$ cat config.mk
export PLATFORM = sky130hd
export DESIGN_NAME = mem_stall_ctrl_flat
export DESIGN_NICKNAME = d
export VERILOG_FILES = /design/src/rtl/mem_stall_if.sv /design/src/rtl/mem_stall_ctrl.sv /design/src/flat_wrapper.sv
export SDC_FILE = /design/constraint.sdc
export NUM_CORES = 1
export LEC_CHECK = 0
export ABC_AREA = 0
export BUFFER_PORTS_ARGS = -buffer_cell sky130_fd_sc_hd__buf_2
export CAP_MARGIN = 20
export CELL_PAD_IN_SITES_DETAIL_PLACEMENT = 1
export CELL_PAD_IN_SITES_GLOBAL_PLACEMENT = 1
export CORE_AREA = 3 3 77 79
export DETAILED_ROUTE_END_ITERATION = 12
export DIE_AREA = 0 0 80 82
export PLACE_DENSITY_LB_ADDON = 0.1
export REMOVE_ABC_BUFFERS = 1
export SETUP_SLACK_MARGIN = 0.05
export SLEW_MARGIN = 25
export SYNTH_ARGS = -nofsm -noshare
export SYNTH_HDL_FRONTEND = slang
export SYNTH_SLANG_ARGS = --single-unit
export TNS_END_PERCENT = 1
$ cat constraint.sdc
create_clock -name clk -period 3.2 [get_ports clk]
set_clock_uncertainty 0.1 [all_clocks]
set_input_delay 0.16 -clock clk [delete_from_list [all_inputs] [get_ports clk]]
set_output_delay 0.16 -clock clk [all_outputs]
set_load 0.01 [all_outputs]
$ cat src/rtl/mem_stall_if.sv
// Pipeline <-> stall controller bundle: memory handshake, hazard inputs,
// stall/flush outputs and status. master = pipeline/memory side, slave = controller.
interface mem_stall_if #(
  parameter int CNT_W = 32
);
  logic             MemAccessM;
  logic             mem_ready;
  logic [3:0]       A1_addrD;
  logic [3:0]       A2_addrD;
  logic [3:0]       A3_addrE;
  logic             MemtoRegE;
  logic             RegWriteE;
  logic             mem_req;
  logic             StallF;
  logic             StallD;
  logic             StallE;
  logic             StallM;
  logic             StallW;
  logic             FlushE;
  logic             mem_err;
  logic [CNT_W-1:0] stall_cnt;

  modport master (
    output MemAccessM, mem_ready, A1_addrD, A2_addrD, A3_addrE, MemtoRegE, RegWriteE,
    input  mem_req, StallF, StallD, StallE, StallM, StallW, FlushE, mem_err, stall_cnt
  );

  modport slave (
    input  MemAccessM, mem_ready, A1_addrD, A2_addrD, A3_addrE, MemtoRegE, RegWriteE,
    output mem_req, StallF, StallD, StallE, StallM, StallW, FlushE, mem_err, stall_cnt
  );
endinterface

$ cat src/rtl/mem_stall_ctrl.sv
// Pipeline stall/flush controller: freezes all stages during variable-latency
// M-stage memory accesses and inserts a bubble on load-use hazards.
module mem_stall_ctrl #(
  parameter int TIMEOUT = 64,
  parameter int CNT_W   = 32
) (
  input  logic        clk,
  input  logic        rst_p,
  mem_stall_if.slave  bus
);

  localparam int WC_W = $clog2(TIMEOUT + 1);

  typedef enum logic [1:0] {
    S_IDLE,
    S_WAIT,
    S_ERR
  } state_t;

  state_t           r_state;
  state_t           w_state_next;
  logic [WC_W-1:0]  r_wait_cnt;
  logic [WC_W-1:0]  w_wait_cnt_next;
  logic             r_mem_err;
  logic             w_mem_err_next;
  logic [CNT_W-1:0] r_stall_cnt;
  logic             w_memstall;
  logic             w_mem_req;
  logic             w_lu;

  assign w_lu = bus.MemtoRegE & bus.RegWriteE &
                ((bus.A3_addrE == bus.A1_addrD) | (bus.A3_addrE == bus.A2_addrD));

  always_ff @(posedge clk or posedge rst_p) begin
    if (rst_p) begin
      r_state    <= S_IDLE;
      r_wait_cnt <= '0;
      r_mem_err  <= 1'b0;
    end else begin
      r_state    <= w_state_next;
      r_wait_cnt <= w_wait_cnt_next;
      r_mem_err  <= w_mem_err_next;
    end
  end

  always_comb begin
    w_state_next    = r_state;
    w_wait_cnt_next = r_wait_cnt;
    w_mem_err_next  = r_mem_err;
    w_memstall      = 1'b0;
    w_mem_req       = 1'b0;
    case (r_state)
      S_IDLE: begin
        w_mem_req = bus.MemAccessM;
        if (bus.MemAccessM && !bus.mem_ready) begin
          w_memstall      = 1'b1;
          w_state_next    = S_WAIT;
          w_wait_cnt_next = WC_W'(1);
        end
      end
      S_WAIT: begin
        // MemAccessM is frozen by the stall, so only the memory response matters here.
        w_mem_req = 1'b1;
        if (bus.mem_ready) begin
          w_state_next    = S_IDLE;
          w_wait_cnt_next = '0;
        end else if (r_wait_cnt == WC_W'(TIMEOUT)) begin
          w_memstall     = 1'b1;
          w_state_next   = S_ERR;
          w_mem_err_next = 1'b1;
        end else begin
          w_memstall      = 1'b1;
          w_wait_cnt_next = r_wait_cnt + WC_W'(1);
        end
      end
      S_ERR: begin
        w_memstall = 1'b1;
      end
      default: begin
        w_state_next = S_IDLE;
      end
    endcase
  end

  always_ff @(posedge clk or posedge rst_p) begin
    if (rst_p) begin
      r_stall_cnt <= '0;
    end else if (w_memstall && (r_stall_cnt != {CNT_W{1'b1}})) begin
      r_stall_cnt <= r_stall_cnt + CNT_W'(1);
    end
  end

  // Memory stall wins over the load-use bubble; the hazard is seen again after release.
  assign bus.mem_req   = w_mem_req;
  assign bus.StallF    = w_memstall | w_lu;
  assign bus.StallD    = w_memstall | w_lu;
  assign bus.StallE    = w_memstall;
  assign bus.StallM    = w_memstall;
  assign bus.StallW    = w_memstall;
  assign bus.FlushE    = ~w_memstall & w_lu;
  assign bus.mem_err   = r_mem_err;
  assign bus.stall_cnt = r_stall_cnt;

endmodule

$ cat src/flat_wrapper.sv
// flat-port wrapper written by rule: the top's interface ports become plain ports
module mem_stall_ctrl_flat 
#(
  parameter int TIMEOUT = 64,
  parameter int CNT_W   = 32
)
  (clk, rst_p, bus_MemAccessM, bus_mem_ready, bus_A1_addrD, bus_A2_addrD, bus_A3_addrE, bus_MemtoRegE, bus_RegWriteE, bus_mem_req, bus_StallF, bus_StallD, bus_StallE, bus_StallM, bus_StallW, bus_FlushE, bus_mem_err, bus_stall_cnt);
  mem_stall_if #(.CNT_W(CNT_W)) bus_i ();
  input  logic clk;
  input  logic rst_p;
  input wire logic [$bits(bus_i.MemAccessM)-1:0] bus_MemAccessM;
  input wire logic [$bits(bus_i.mem_ready)-1:0] bus_mem_ready;
  input wire logic [$bits(bus_i.A1_addrD)-1:0] bus_A1_addrD;
  input wire logic [$bits(bus_i.A2_addrD)-1:0] bus_A2_addrD;
  input wire logic [$bits(bus_i.A3_addrE)-1:0] bus_A3_addrE;
  input wire logic [$bits(bus_i.MemtoRegE)-1:0] bus_MemtoRegE;
  input wire logic [$bits(bus_i.RegWriteE)-1:0] bus_RegWriteE;
  output wire logic [$bits(bus_i.mem_req)-1:0] bus_mem_req;
  output wire logic [$bits(bus_i.StallF)-1:0] bus_StallF;
  output wire logic [$bits(bus_i.StallD)-1:0] bus_StallD;
  output wire logic [$bits(bus_i.StallE)-1:0] bus_StallE;
  output wire logic [$bits(bus_i.StallM)-1:0] bus_StallM;
  output wire logic [$bits(bus_i.StallW)-1:0] bus_StallW;
  output wire logic [$bits(bus_i.FlushE)-1:0] bus_FlushE;
  output wire logic [$bits(bus_i.mem_err)-1:0] bus_mem_err;
  output wire logic [$bits(bus_i.stall_cnt)-1:0] bus_stall_cnt;
  assign bus_i.MemAccessM = bus_MemAccessM;
  assign bus_i.mem_ready = bus_mem_ready;
  assign bus_i.A1_addrD = bus_A1_addrD;
  assign bus_i.A2_addrD = bus_A2_addrD;
  assign bus_i.A3_addrE = bus_A3_addrE;
  assign bus_i.MemtoRegE = bus_MemtoRegE;
  assign bus_i.RegWriteE = bus_RegWriteE;
  assign bus_mem_req = bus_i.mem_req;
  assign bus_StallF = bus_i.StallF;
  assign bus_StallD = bus_i.StallD;
  assign bus_StallE = bus_i.StallE;
  assign bus_StallM = bus_i.StallM;
  assign bus_StallW = bus_i.StallW;
  assign bus_FlushE = bus_i.FlushE;
  assign bus_mem_err = bus_i.mem_err;
  assign bus_stall_cnt = bus_i.stall_cnt;
  mem_stall_ctrl #(.TIMEOUT(TIMEOUT), .CNT_W(CNT_W)) u_core (.clk(clk), .rst_p(rst_p), .bus(bus_i));
endmodule
Word-level counts from Yosys, hierarchy flattened. Cells that the tools add are included.

Register bits after elaboration: 42. Input bits: 18.

Add/sub/neg operators: 2. Eq/ne operators: 9. Muxes and demuxes: 12. Bitwise logic cells: 8. Reductions and logical operators: 8.

Operator list (count): $add 32x1->32 const B (1); $ne 32x32->1 const B (1); $mux 7 (3); $pmux 7 s2 (1); $reduce_and 3->1 (3); $eq 4x4->1 (2); $add 7x1->7 const B (1); $eq 7x7->1 const B (1); $mux 2 (3); $pmux 2 s3 (1); $and 1x1->1 (3); $ne 3x2->1 const B (1); $ne 3x3->1 const B (1); $not 1->1 (3); $pmux 1 s3 (1); $eq 2x1->1 const B (1); $eq 2x2->1 const B (1); $logic_and 1x1->1 (2); $logic_not 2->1 (1); $mux 1 (2); $ne 2x1->1 const B (1); $or 1x1->1 (2); $pmux 1 s2 (1); $reduce_bool 2->1 (1); $logic_not 1->1 (1).

Logic depth before layout (Yosys ltp).
Depth in word-level cells: 6. Gate-level depth with buffers: 8.

Least setup slack after synthesis. No wires, ideal clock.

Path type: reg2reg. Start: register u_core.r_stall_cnt[0], in the netlist u_core.bus.stall_cnt[0]. End: register u_core.r_stall_cnt[1], in the netlist u_core.bus.stall_cnt[1]. Arrival time: 2033 ps. Data required time: 2975 ps. Slack: 942 ps. Stages on the path, launching flop included: 7. Path buffers: 1. Period minus slack after synthesis: 2258 ps. Cell sequence: dfrtp_1 ha_1 and4_1 clkbuf_1 and3_1 a31oi_1 mux2_2.

Word-level cells in the longest chain between the ends: 2. Elaborated cells on any way between the ends: 3. Classes of those cells: add/sub (1); eq/ne (1); reduce/logical (1).

RTL lines: start: declaration (line mem_stall_ctrl.sv:26) `logic [CNT_W-1:0] r_stall_cnt;`; start signal: assignment (line mem_stall_ctrl.sv:89) `r_stall_cnt <= r_stall_cnt + CNT_W'(1);`; branches (longest 2 deep; another with $add 32x1->32).

Several ways; the timed one is not identified. A chain may end at the register's enable or synchronous reset.

Worst setup path after layout. Ends and elaborated chain as after synthesis.

==> impl_metrics.env <==
export IMPL_ys_warn_count=0
export IMPL_p_leak_nw=1.300
export IMPL_rsz0062_at_grt="false"
export IMPL_nNetsFinal=312
export IMPL_power_density_nw_per_um2=465.6
export IMPL_period_share_pct=74.30
export IMPL_gr_max_usage_layer="met2"
export IMPL_first_pass_iters=5
export IMPL_grt_overflow=0
export IMPL_syn_to_final_growth_pct=20.99
export IMPL_hold_slack_ps=86.81
export IMPL_cts_buffer_depth=2
export IMPL_final_seq_area_um2=1051
export IMPL_path_cells="ha_1, and4_1, and3_1, a31oi_1, mux2_2"
export IMPL_ctsResizeCount=0
export IMPL_die_height_um=82
export IMPL_crit_arrival_ps=2460
export IMPL_use_met1_pct=25.21
export IMPL_fmax_mhz=420.6
export IMPL_synth_cell_types=37
export IMPL_crit_family="compound AO/OA/AOI/OAI gates"
export IMPL_worst_slack_ps=822.5
export IMPL_cts_root_buf="clkbuf_8"
export IMPL_cts_buffers=5
export IMPL_grt_max_degree=25
export IMPL_finalSetupViolations=0
export IMPL_p_sw_share_pct=28.69
export IMPL_syn_inst=230
export IMPL_setup_tns_ps=0
export IMPL_timing_critical_path_buf_inv=0
export IMPL_period_needed_ps=2378
export IMPL_ios=58
export IMPL_multiInputGateArea_um2=1147
export IMPL_die_x_um=80
export IMPL_cts_htree_levels=2
export IMPL_hold_path_class="in -> reg"
export IMPL_synth_seq_area_share_pct=46.51
export IMPL_insertion_delay_ps=290
export IMPL_drv_cap=0
export IMPL_drive_gt1_share_pct=25.34
export IMPL_die_area_um2=6560
export IMPL_avgSynthCellArea_um2=9.825
export IMPL_worst_path_largest_cell_delay_ps=560
export IMPL_cts_setup_buffers=0
export IMPL_final_common_cell="buf_2"
export IMPL_internal_power_w=0.0009078
export IMPL_via_per_inst=5.387
export IMPL_drt_initial_drc_count=98
export IMPL_drc=0
export IMPL_combPwrFrac_pct=17.1
export IMPL_grt_util_met3_pct=3.509
export IMPL_numClockSinks=42
export IMPL_start_util_pct=41.81
export IMPL_grt_util_all_layers_pct=18.89
export IMPL_outcome="complete, no violations"
export IMPL_grt_pass1_vias=1978
export IMPL_layout_common_cells="buf_2 (57), dfrtp_1 (42), xnor2_1 (26)"
export IMPL_peakVddDrop_uv=217.1
export IMPL_routabilityCongestion=0.7532
export IMPL_vias=1961
export IMPL_pwr_share_seq_pct=50.5
export IMPL_cp_required_ps=3280
export IMPL_hold_buffers=1
export IMPL_clockPowerShare_pct=32.4
export IMPL_place_inst=355
export IMPL_start_kind="register"
export IMPL_cp_end_kind="register"
export IMPL_antenna_found_initial=0
export IMPL_grt_use_met2_pct=31.29
export IMPL_diodes=0
export IMPL_path_clk_slew_ps=80
export IMPL_critPathSlowestCell="a31oi_1"
export IMPL_antenna_left=0
export IMPL_synth_area_um2=2260
export IMPL_drv_slew=0
export IMPL_io_buffers=57
export IMPL_fill_cells=661
export IMPL_tightest_slew_ps=763.2
export IMPL_drt_total_wl_mm=5.600
export IMPL_drt_wirelength_per_cell_um=15.38
export IMPL_stdcell_count=364
export IMPL_worstSetupPathType="reg -> reg"
export IMPL_rows=27
export IMPL_tritoncts="done"
export IMPL_hold_viol=0
export IMPL_place_ws_ps=833.1
export IMPL_ys_ff_latch=42
export IMPL_dp_hpwl_mm=4.357
export IMPL_critPathMaxFanout=7
export IMPL_power_switching_w=0.0003652
export IMPL_grt_pass1_wl_mm=9.625
export IMPL_slew_headroom_pct=49.06
export IMPL_core_area_um2=5405
## metrics by stage
stage	power, W	cell area [µm²]	util [%]
2_1_floorplan	0.0007696	2225	-
3_3_place_gp	0.0008673	2615	48.38
3_5_place_dp	0.0008728	2615	48.38
4_1_cts	0.001298	2734	50.58
5_1_grt	0.001350	2734	50.58
6_report	0.001273	2734	50.58
## cells by family (layout without fill, tap and decap cells)
group                      after synthesis  in the layout  share of synthesized area [%]
adders and majority gates                3              3                          1.661
xor gates and xnor gates                41             41                          15.89
DFF                                     42             42                          46.51
muxes                                    2              2                         0.9966
buffers and inverters                   13             75                          2.713
and+or+nand+nor                        110            110                          25.64
AOI/OAI and AO/OA                       19             19                          6.589
## worst min-delay path: stages
cell and delay [ps]:
buf_2 130, inv_1 60, nand2_1 60, a21oi_1 30
## sequential cells by signal, summed over array words and instances (netlist names)
name	flops
u_core.bus.stall_cnt	32
u_core.r_wait_cnt	7
u_core.r_state	2
u_core.bus.mem_err	1
## layout make-up
class,instances,share of cell area [%]
Clock buffer,5,2.517
Tap cell,72,3.295
Timing Repair Buffer,60,11.35
Inverter,7,0.9611
Sequential cell,42,38.44
Multi-Input combinational cell,175,41.97
Clock inverter,3,1.465
## power groups by stage
stage	clock network [W]	logic [W]	registers, W
5_1_grt	0.000450	0.000246	0.000654
3_5_place_dp	0	0.000222	0.000651
2_1_floorplan	0	0.000112	0.000657
4_1_cts	0.000431	0.000224	0.000643
6_report	0.000412	0.000217	0.000643
3_3_place_gp	0	0.000217	0.000650
## metal layers
metal / vias to the layer above / wire, µm
li1: 942 / -
met1: 965 / 2525
met2: 49 / 2737
met3: 5 / 266
met4: 0 / 70
met5: - / 0
## synth_stat cells
| library cell | n | area, µm² |
|---|---|---|
| buf_2 | 1 | 5.000 |
| dfrtp_1 | 42 | 1051 |
| buf_4 | 3 | 22.52 |
| o21ai_0 | 5 | 25.02 |
| inv_1 | 7 | 26.28 |
| nand4b_1 | 2 | 17.52 |
| nand2_1 | 24 | 90.09 |
| clkbuf_1 | 2 | 7.510 |
| and4_1 | 4 | 35.03 |
| a21boi_0 | 1 | 7.510 |
| o31ai_4 | 1 | 21.27 |
| nor3_1 | 13 | 65.06 |
| ha_1 | 3 | 37.54 |
| or3_1 | 2 | 12.51 |
| nor3b_1 | 1 | 7.510 |
| nand3_2 | 1 | 10.01 |
| nand2b_1 | 2 | 12.51 |
| o41ai_1 | 1 | 8.760 |
| o31a_2 | 1 | 10.01 |
| a2111oi_2 | 1 | 15.01 |
| nand3_1 | 13 | 65.06 |
| o21bai_1 | 1 | 7.510 |
| or4_4 | 1 | 11.26 |
| nand4_1 | 18 | 112.6 |
| xor2_1 | 15 | 131.4 |
| nor2b_1 | 2 | 12.51 |
| nor2_1 | 17 | 63.81 |
| nor4_1 | 6 | 37.54 |
| mux2_2 | 2 | 22.52 |
| a311oi_1 | 1 | 8.760 |
| nand3b_1 | 1 | 7.510 |
| and3_1 | 3 | 18.77 |
| a31oi_1 | 1 | 6.260 |
| a41o_1 | 1 | 10.01 |
| xnor2_1 | 26 | 227.7 |
| a21oi_1 | 4 | 20.02 |
| o31a_1 | 1 | 8.760 |
## worst paths after layout
path                                                      from                                    to  slack [ps]  depth (start not counted)
setup / recovery           u_core.bus.stall_cnt[0]$_DFFE_PP0P_   u_core.bus.stall_cnt[1]$_DFFE_PP0P_         820                          5
hold / removal                                   bus_mem_ready         u_core.r_state[0]$_DFFE_PP0P_          90                          4
setup reg to reg           u_core.bus.stall_cnt[0]$_DFFE_PP0P_   u_core.bus.stall_cnt[1]$_DFFE_PP0P_         820                          5
min in group asynchronous                                rst_p      u_core.r_wait_cnt[1]$_DFFE_PP0P_         450                          3
hold reg to reg                 u_core.bus.mem_err$_DFFE_PP0P_        u_core.bus.mem_err$_DFFE_PP0P_         390                          1
max in group asynchronous                                rst_p  u_core.bus.stall_cnt[16]$_DFFE_PP0P_        1740                          4
Power figures use the tool's default switching activity.
